### src/rtl/jtag_master_shifter.sv
// jtag_master_shifter: JTAG initiator that runs one IR scan, DR scan or TAP reset per command
// from Run_Test_Idle back to Run_Test_Idle, with TCK divided down from the system clock.
module jtag_master_shifter #(
  parameter int MAX_LEN = 32,
  parameter int DIV = 4,
  localparam int LW = $clog2(MAX_LEN) + 1
) (
  input  logic               clk_i,
  input  logic               rst_n_i,
  input  logic               start_i,
  input  logic [1:0]         cmd_i,
  input  logic [LW-1:0]      len_i,
  input  logic [MAX_LEN-1:0] din_i,
  output logic [MAX_LEN-1:0] dout_o,
  output logic               busy_o,
  output logic               done_o,
  output logic               err_o,
  output logic               tck_o,
  output logic               tms_o,
  output logic               tdi_o,
  input  logic               tdo_i
);
  localparam int CW = LW + 2;
  localparam int PW = $clog2(2 * DIV);
  typedef enum logic [2:0] {IDLE, SYNC, PRE, SHIFT, POST, FIN} state_t;
  state_t state_q, state_d, nst;
  logic sync_q, sync_d, err_q, err_d, tck_q, tck_d, tms_q, tms_d, tdi_q, tdi_d, last, bad;
  logic [1:0] cmd_q, cmd_d;
  logic [LW-1:0] len_q, len_d;
  logic [MAX_LEN-1:0] din_q, din_d, cap_q, cap_d, dout_q, dout_d, dsh;
  logic [CW-1:0] cnt_q, cnt_d, ncnt, lenm1;
  logic [PW-1:0] ph_q, ph_d;
  assign lenm1 = CW'(len_q) - CW'(1);
  assign bad = cmd_i == 2'b11 || (cmd_i != 2'b10 && (len_i == '0 || len_i > LW'(MAX_LEN)));
  assign dsh = din_q >> ncnt;
  // Where the edge sequencer goes once the current TCK period ends.
  always_comb begin
    last = state_q == SYNC ? cnt_q == CW'(5) :
           state_q == PRE ? cnt_q == (cmd_q == 2'b00 ? CW'(3) : CW'(2)) :
           state_q == SHIFT ? cnt_q == lenm1 : cnt_q == CW'(1);
    nst = !last ? state_q : state_q == SYNC ? (cmd_q == 2'b10 ? FIN : PRE) :
          state_q == PRE ? SHIFT : state_q == SHIFT ? POST : FIN;
    ncnt = last ? '0 : cnt_q + CW'(1);
  end
  always_comb begin
    state_d = state_q;
    sync_d = sync_q;
    err_d = err_q;
    tck_d = tck_q;
    tms_d = tms_q;
    tdi_d = tdi_q;
    cmd_d = cmd_q;
    len_d = len_q;
    din_d = din_q;
    cap_d = cap_q;
    dout_d = dout_q;
    cnt_d = cnt_q;
    ph_d = ph_q;
    if (state_q == IDLE || state_q == FIN) begin
      state_d = IDLE;
      err_d = 1'b0;
      if (start_i) begin
        cmd_d = cmd_i;
        len_d = len_i;
        din_d = din_i;
        if (bad) begin
          state_d = FIN;
          err_d = 1'b1;
        end else begin
          // Both SYNC and PRE open with a TMS=1, TDI=0 edge.
          state_d = (cmd_i == 2'b10 || !sync_q) ? SYNC : PRE;
          cnt_d = '0;
          ph_d = '0;
          cap_d = '0;
          tms_d = 1'b1;
          tdi_d = 1'b0;
        end
      end
    end else begin
      ph_d = ph_q + PW'(1);
      if (ph_q == PW'(DIV - 1)) tck_d = 1'b1;
      if (ph_q == PW'(2 * DIV - 1)) begin
        ph_d = '0;
        tck_d = 1'b0;
        if (state_q == SHIFT) cap_d = cap_q | (MAX_LEN'(tdo_i) << cnt_q);
        if (state_q == SYNC && last) sync_d = 1'b1;
        state_d = nst;
        cnt_d = ncnt;
        tms_d = nst == SYNC ? ncnt < CW'(5) :
                nst == PRE ? (cmd_q == 2'b00 ? ncnt < CW'(2) : ncnt == '0) :
                nst == SHIFT ? ncnt == lenm1 : nst == POST && ncnt == '0;
        tdi_d = nst == SHIFT && dsh[0];
        if (state_q == POST && nst == FIN) dout_d = cap_d;
      end
    end
  end
  always_ff @(posedge clk_i or negedge rst_n_i) begin
    if (!rst_n_i) begin
      state_q <= IDLE;
      sync_q <= 1'b0;
      err_q <= 1'b0;
      tck_q <= 1'b0;
      tms_q <= 1'b0;
      tdi_q <= 1'b0;
      cmd_q <= '0;
      len_q <= '0;
      din_q <= '0;
      cap_q <= '0;
      dout_q <= '0;
      cnt_q <= '0;
      ph_q <= '0;
    end else begin
      state_q <= state_d;
      sync_q <= sync_d;
      err_q <= err_d;
      tck_q <= tck_d;
      tms_q <= tms_d;
      tdi_q <= tdi_d;
      cmd_q <= cmd_d;
      len_q <= len_d;
      din_q <= din_d;
      cap_q <= cap_d;
      dout_q <= dout_d;
      cnt_q <= cnt_d;
      ph_q <= ph_d;
    end
  end
  assign busy_o = !(state_q == IDLE || state_q == FIN);
  assign done_o = state_q == FIN;
  assign err_o = err_q;
  assign dout_o = dout_q;
  assign tck_o = tck_q;
  assign tms_o = tms_q;
  assign tdi_o = tdi_q;
endmodule

### config.mk
export PLATFORM = sky130hd
export DESIGN_NAME = jtag_master_shifter
export DESIGN_NICKNAME = d
export VERILOG_FILES = /design/src/rtl/jtag_master_shifter.sv
export SDC_FILE = /design/constraint.sdc
export NUM_CORES = 1
export LEC_CHECK = 0
export ABC_AREA = 1
export CAP_MARGIN = 20
export CELL_PAD_IN_SITES_DETAIL_PLACEMENT = 1
export CELL_PAD_IN_SITES_GLOBAL_PLACEMENT = 2
export CORE_ASPECT_RATIO = 1.25
export CORE_UTILIZATION = 30
export CTS_BUF_LIST = sky130_fd_sc_hd__clkbuf_4 sky130_fd_sc_hd__clkbuf_8
export DETAILED_ROUTE_END_ITERATION = 8
export GPL_TIMING_DRIVEN = 1
export PLACE_DENSITY = 0.85
export SKIP_LAST_GASP = 1
export SLEW_MARGIN = 20
export SYNTH_ARGS = -nofsm -noshare
export SYNTH_HDL_FRONTEND = slang
export SYNTH_SLANG_ARGS = --single-unit
export TNS_END_PERCENT = 5
### constraint.sdc
create_clock -name clk_i -period 2.27 [get_ports clk_i]
set_input_delay 0.3405 -clock clk_i [delete_from_list [all_inputs] [get_ports clk_i]]
set_output_delay 0.3405 -clock clk_i [all_outputs]
set_load 0.02 [all_outputs]
---- Yosys cells after proc, flatten, opt, wreduce, memory -nomap -nowiden ----
Index checks and enable logic that the tools add are counted.
storage, ports and cells
  flip-flop bits (word level) ............. 123
  output and inout bits ................... 38
operators by class
  add/sub/neg operators ................... 3
  order comparisons ....................... 3
  equality and inequality tests ........... 23
  shifts and indexed selects .............. 2
  muxes and demuxes ....................... 44
  bitwise operators ....................... 2
  reduce and logical (&&, ||, !) cells .... 23
operator list
  operator                                               count
  2-to-1 mux 32 bit                                      5
  2-to-1 mux 8 bit                                       5
  2-to-1 mux 3 bit                                       12
  OR 32 bit                                              1
  << shifter 1 x 8 -> 32 bit                             1
  right shift 32 x 8 -> 1 bit                            1
  2-to-1 mux 1 bit                                       21
  equality test 8 bit                                    2
  equality test 3 x 2 -> 1 bit (second input constant)   5
  equality test 3 bit (second input constant)            5
  AND reduction 3 bit                                    3
  adder 8 x 1 -> 8 bit (second input constant)           1
  equality test 8 x 1 -> 1 bit (second input constant)   1
  equality test 8 x 2 -> 1 bit                           1
  equality test 8 x 3 -> 1 bit (second input constant)   1
  zero test 8 bit                                        1
  < comparator 8 x 2 -> 1 bit (second input constant)    1
  < comparator 8 x 3 -> 1 bit (second input constant)    1
  subtractor 6 x 1 -> 7 bit (second input constant)      1
  equality test 2 bit (second input constant)            3
  equality test 3 x 1 -> 1 bit (second input constant)   2
  greater-than comparator 6 bit (second input constant)  1
  zero test 6 bit                                        1
  inequality test 2 bit (second input constant)          3
  10 further kinds                                       21

---- Logic depth before layout (Yosys ltp) ----
  word-level depth ........................ 13
  depth in mapped cells ................... 22
  gate-level depth less buffers ........... 21

---- Worst setup path before layout ----
OpenSTA, ideal clock, no wires.
  path type ............................... register to register
  start point ............................. reg state_q[2]
  end point ............................... reg cnt_q[6]
  library setup time ...................... 128 ps
  arrival ................................. 2242 ps
  required time ........................... 2142 ps
  path slack .............................. -100 ps
  cell stages (with the launch flop) ...... 11
  buffers on the path ..................... 1
  cell sequence ........................... dfrtp_1 > inv_2 > nor3_1 > a21oi_2 > inv_2 > nor2_1 > nor2_2 > inv_2 > buf_2 > nand2_1 > o21ai_0
RTL lines
  item                                                                          line  RTL
  start: declaration                                                            26    state_t state_q, state_d, nst;
  start signal: assignment                                                      113   state_q <= state_d;
  equality test 3 bit (*)                                                       --
  named net done_o                                                              16    output logic done_o,
  logical OR 1 bit (*)                                                          59    if (state_q == IDLE || state_q == FIN) begin
  inequality test 2 bit (no line) / nonzero test 2 bit (equally long branches)  --
  AND reduction 3 bit (no line)                                                 --
  end signal: assignment                                                        124   cnt_q <= cnt_d;
  end: declaration                                                              31    logic [CW-1:0] cnt_q, cnt_d, ncnt, lenm1;
Mark *: on every way through the listed nets, which the timed path passes. The rest lies on a longest branch. The select of a mux whose other input is x is not followed.
A chain may end at the register's enable or synchronous reset.

---- Worst setup path in the final report ----
  start point ............................. reg len_q[1]
  end point ............................... reg dout_q[30], in the netlist dout_o[30]
on the way
  cells in the longest elaborated chain, start to end .. 9
ends and longest elaborated chain
  item                           line  RTL
  start: declaration             29    logic [LW-1:0] len_q, len_d;
  start signal: assignment       120   len_q <= len_d;
  subtractor 6 x 1 -> 7 bit      33    assign lenm1 = CW'(len_q) - CW'(1);
  equality test 8 bit            40    state_q == SHIFT ? cnt_q == lenm1 : cnt_q == CW'(1);
  2-to-1 mux 1 bit               40
  2-to-1 mux 1 bit               39    state_q == PRE ? cnt_q == (cmd_q == 2'b00 ? CW'(3) : CW'(2)) :
  2-to-1 mux 1 bit               38    last = state_q == SYNC ? cnt_q == CW'(5) :
  2-to-1 mux 3 bit               41    nst = !last ? state_q : state_q == SYNC ? (cmd_q == 2'b10 ? FIN : PRE) :
  equality test 3 bit            93    if (state_q == POST && nst == FIN) dout_d = cap_d;
  logical AND 1 bit              93
  AND reduction 3 bit (no line)  --
  end signal: assignment         123   dout_q <= dout_d;
  end: declaration               30    logic [MAX_LEN-1:0] din_q, din_d, cap_q, cap_d, dout_q, dout_d, dsh;
Every way passes these cells.

==> impl_metrics.json <==
{
  "status": "finished, violations left",
  "routed_wl_um": 19150,
  "crit_arrival_ns": 2.81,
  "p_int_uw": 3140,
  "overflow": 0,
  "drv_cap": 0,
  "regArea_um2": 3078,
  "postSynth.asyncResetShare_pct": 100.0,
  "num-nets-final": 996,
  "ys_dominant_reg_cell": "dfrtp_1",
  "startpoint_type": "register",
  "syn-cell-area_um2": 6151,
  "fill_cells": 2454,
  "drcViolationCount": 0,
  "fin_crit_ns": 2.477,
  "grt_max_degree": 45,
  "synthDominantCellAreaShare_pct": 50.04,
  "final_util_pct": 43.04,
  "groute.usage.overall_pct": 19.31,
  "coreArea_um2": 20100,
  "cts_buffer_depth": 2,
  "fin_area_um2": 8651,
  "via_count": 5835,
  "worstSetupPathType": "reg -> reg",
  "ios": 82,
  "hold_violations": 0,
  "final-setup-viol-count": 37,
  "cp_slowest_cell": "dfrtp_1",
  "io_buffers": 81,
  "cpMostUsedCell": "nand2_1",
  "clock-sinks": 123,
  "antennaDiodeCount": 0,
  "first_pass_iters": 4,
  "violations": "negative setup slack",
  "path_cells": "inv_2, ha_4, nand2_1, nand2_2, nand3_2, nand2_1, nand2_1, nor2_4, nand3_4, buf_6, nand2_4, o21ai_4, inv_2, nand4_4, buf_12, clkbuf_16, nand2_1, o21ai_1",
  "cp_slowest_stage_delay_ns": 0.43,
  "switching_share_pct": 24.61,
  "rows": 58,
  "cts_tree": "built",
  "yosysUniqueCellTypes": 38,
  "syn2layout_area_growth_pct": 40.64,
  "dp_hpwl_um": 13520,
  "die-area_um2": 21080,
  "worst_ep_required_time_ns": 2.61,
  "pwr-share-clk_pct": 44.2,
  "numCtsBuffers": 17,
  "path_buf_inv": 5,
  "total_power_uw": 4165,
  "drive_gt1_share_pct": 21.06,
  "switching_power_uw": 1025,
  "maxSlewViolCount": 0,
  "clkLatencyLatePin_ns": 0.45,
  "fin_skew_ns": 0.01064,
  "path_clk_slew_ns": 0.08,
  "wl_per_cell_um": 15.58,
  "path_delay_family": "simple AND/OR/NAND/NOR gates",
  "root_buffer": "clkbuf_8",
  "multiInputGateArea_um2": 2892,
  "rsz0062_at_grt": "yes",
  "first_iter_violations": 272,
  "p_leak_uw": 0.003960,
  "grt_first_pass_wirelength_um": 31130,
  "final_cell_mix": "232 x nand2_1, 123 x dfrtp_1, 78 x clkdlybuf4s50_1",
  "initial_core_util_pct": 30.60,
  "syn-instance-count": 784,
  "endpoint_kind": "register",
  "synth.avg_cell_area_um2": 7.846,
  "synth_edf_count": 0,
  "synth_area_leaders": "dfrtp_1 50%, nand2_1 15%, a21oi_1 4.2%, inv_1 4.2%, nand3_1 3.3%",
  "placed_cell_area_um2": 7816,
  "yosysWarnings": 0,
  "die_h_um": 162.1,
  "powerDensity_nw_per_um2": 481.4,
  "grt_pass1_vias": 6033,
  "worstHoldPathType": "in -> async",
  "antenna_found_initial": 0,
  "synth-seq-area-share_pct": 50.04,
  "final_common_cell": "nand2_1",
  "slew_headroom_pct": 59.51,
  "worstPathMaxFanout": 19,
  "htree_levels": 4,
  "worst_slew_pin_slew_ns": 0.6074,
  "pwr-share-seq_pct": 52.6,
  "ys_ff_latch": 123,
  "p_comb_share_pct": 3.2,
  "vias_per_cell": 4.748,
  "final.setup.worst_slack_ns": -0.2071,
  "drtAntennaViolNets": 0,
  "peakVddDrop_uv": 267.7,
  "period_share_pct": 109.1,
  "syn_nets": 833,
  "routabilityCongestion": 0.8850,
  "max_freq_ghz": 0.4037,
  "synth_top_area_cell": "dfrtp_1",
  "dieWidth_um": 130.1
}
==> registers in the layout, indices dropped and copies added (netlist names) <==
name     cells
err_o        1
state_q      3
cmd_q        2
tdi_o        1
din_q       32
dout_o      32
tms_o        1
tck_o        1
cap_q       32
ph_q         3
len_q        6
sync_q       1
cnt_q        8
==> cell families (layout without fill, tap and decap cells) <==
family          after synthesis  after routing  share of synthesized area (%)
buf+inv                     110            284                          7.425
xor+xnor                      5              5                         0.7119
flops                       123            123                          50.04
simple gates                383            384                          26.34
compound gates              158            158                          14.46
fa+ha+maj                     5              5                          1.017
==> cells in the mapped netlist (4+ instances only) <==
master    number
dfrtp_1      123
nor3_1        10
buf_6          4
nand2_1      249
nor2_1        52
o21ai_0       33
nand4_1        9
xor2_1         5
or2_2          5
a21oi_1       52
o21ai_1       36
nand3b_1       6
nand3_1       41
ha_1           5
o22ai_1        7
buf_2          9
inv_2          8
inv_1         69
o21bai_1      17
clkbuf_1      14
==> layer usage <==
layer	GRT usage, %	up-vias	share of wire, %	routed length (um)
li1	-	2865	-	-
met1	23.59	2836	43	8252
met2	33.51	102	52	9926
met3	3.458	32	2.5	473
met4	7.082	0	2.6	492
met5	0	-	0	0
==> path summary, 6_finish.rpt <==
check / from / endpoint / slack (ns) / depth (start not counted)
setup / recovery: len_q[1] / dout_o[30] / -0.21 / 18
hold / removal: rst_n_i / err_o / 0.42 / 2
setup reg to reg: len_q[1] / dout_o[30] / -0.21 / 18
hold reg to reg: sync_q / sync_q / 0.47 / 2
max in group asynchronous: rst_n_i / tdi_o / 1.20 / 3
min in group clk_i: din_i[10] / din_q[10] / 0.42 / 3
==> per-stage QoR <==
stage               TNS [ns]  hold slack, ns  setup slack [ns]  instances
floorplan                  0         0.04491           0.02071        784
global placement      -8.520          0.3787           -0.2567       1185
detailed placement    -11.99          0.3823           -0.2528       1185
CTS                   -1.261          0.3931          -0.08712       1224
global route          -14.56          0.3962           -0.3308       1229
finish                -5.846          0.4210           -0.2071       1229
==> power groups by stage <==
stage	sequential (uW)	combinational [uW]	clock [uW]
2_1_floorplan	2230	3.94	0
3_3_place_gp	2230	138	0
3_5_place_dp	2230	139	0
4_1_cts	2190	141	1890
5_1_grt	2190	153	1960
6_report	2190	135	1840
==> repair_timing <==
| item | 4_1_cts | 5_1_grt |
|---|---|---|
| gates cloned | 2 | 4 |
| endpoints found under the setup margin | 77 | 83 |
| gates resized for setup | 57 | 28 |
| hold buffers | 1 | 0 |
| endpoints found under the hold margin | 41 | 0 |
| pin swaps | 18 | 14 |
| buffers inserted | 5 | 2 |
==> final cells by class <==
cell class	instances	share of cell area [%]
Tap cell	270	3.905
Clock inverter	13	1.374
Multi-Input combinational cell	552	33.42
Sequential cell	123	35.58
Timing Repair Buffer	175	19.54
Clock buffer	18	2.791
Inverter	78	3.384
(Power assumes the default switching activity.)
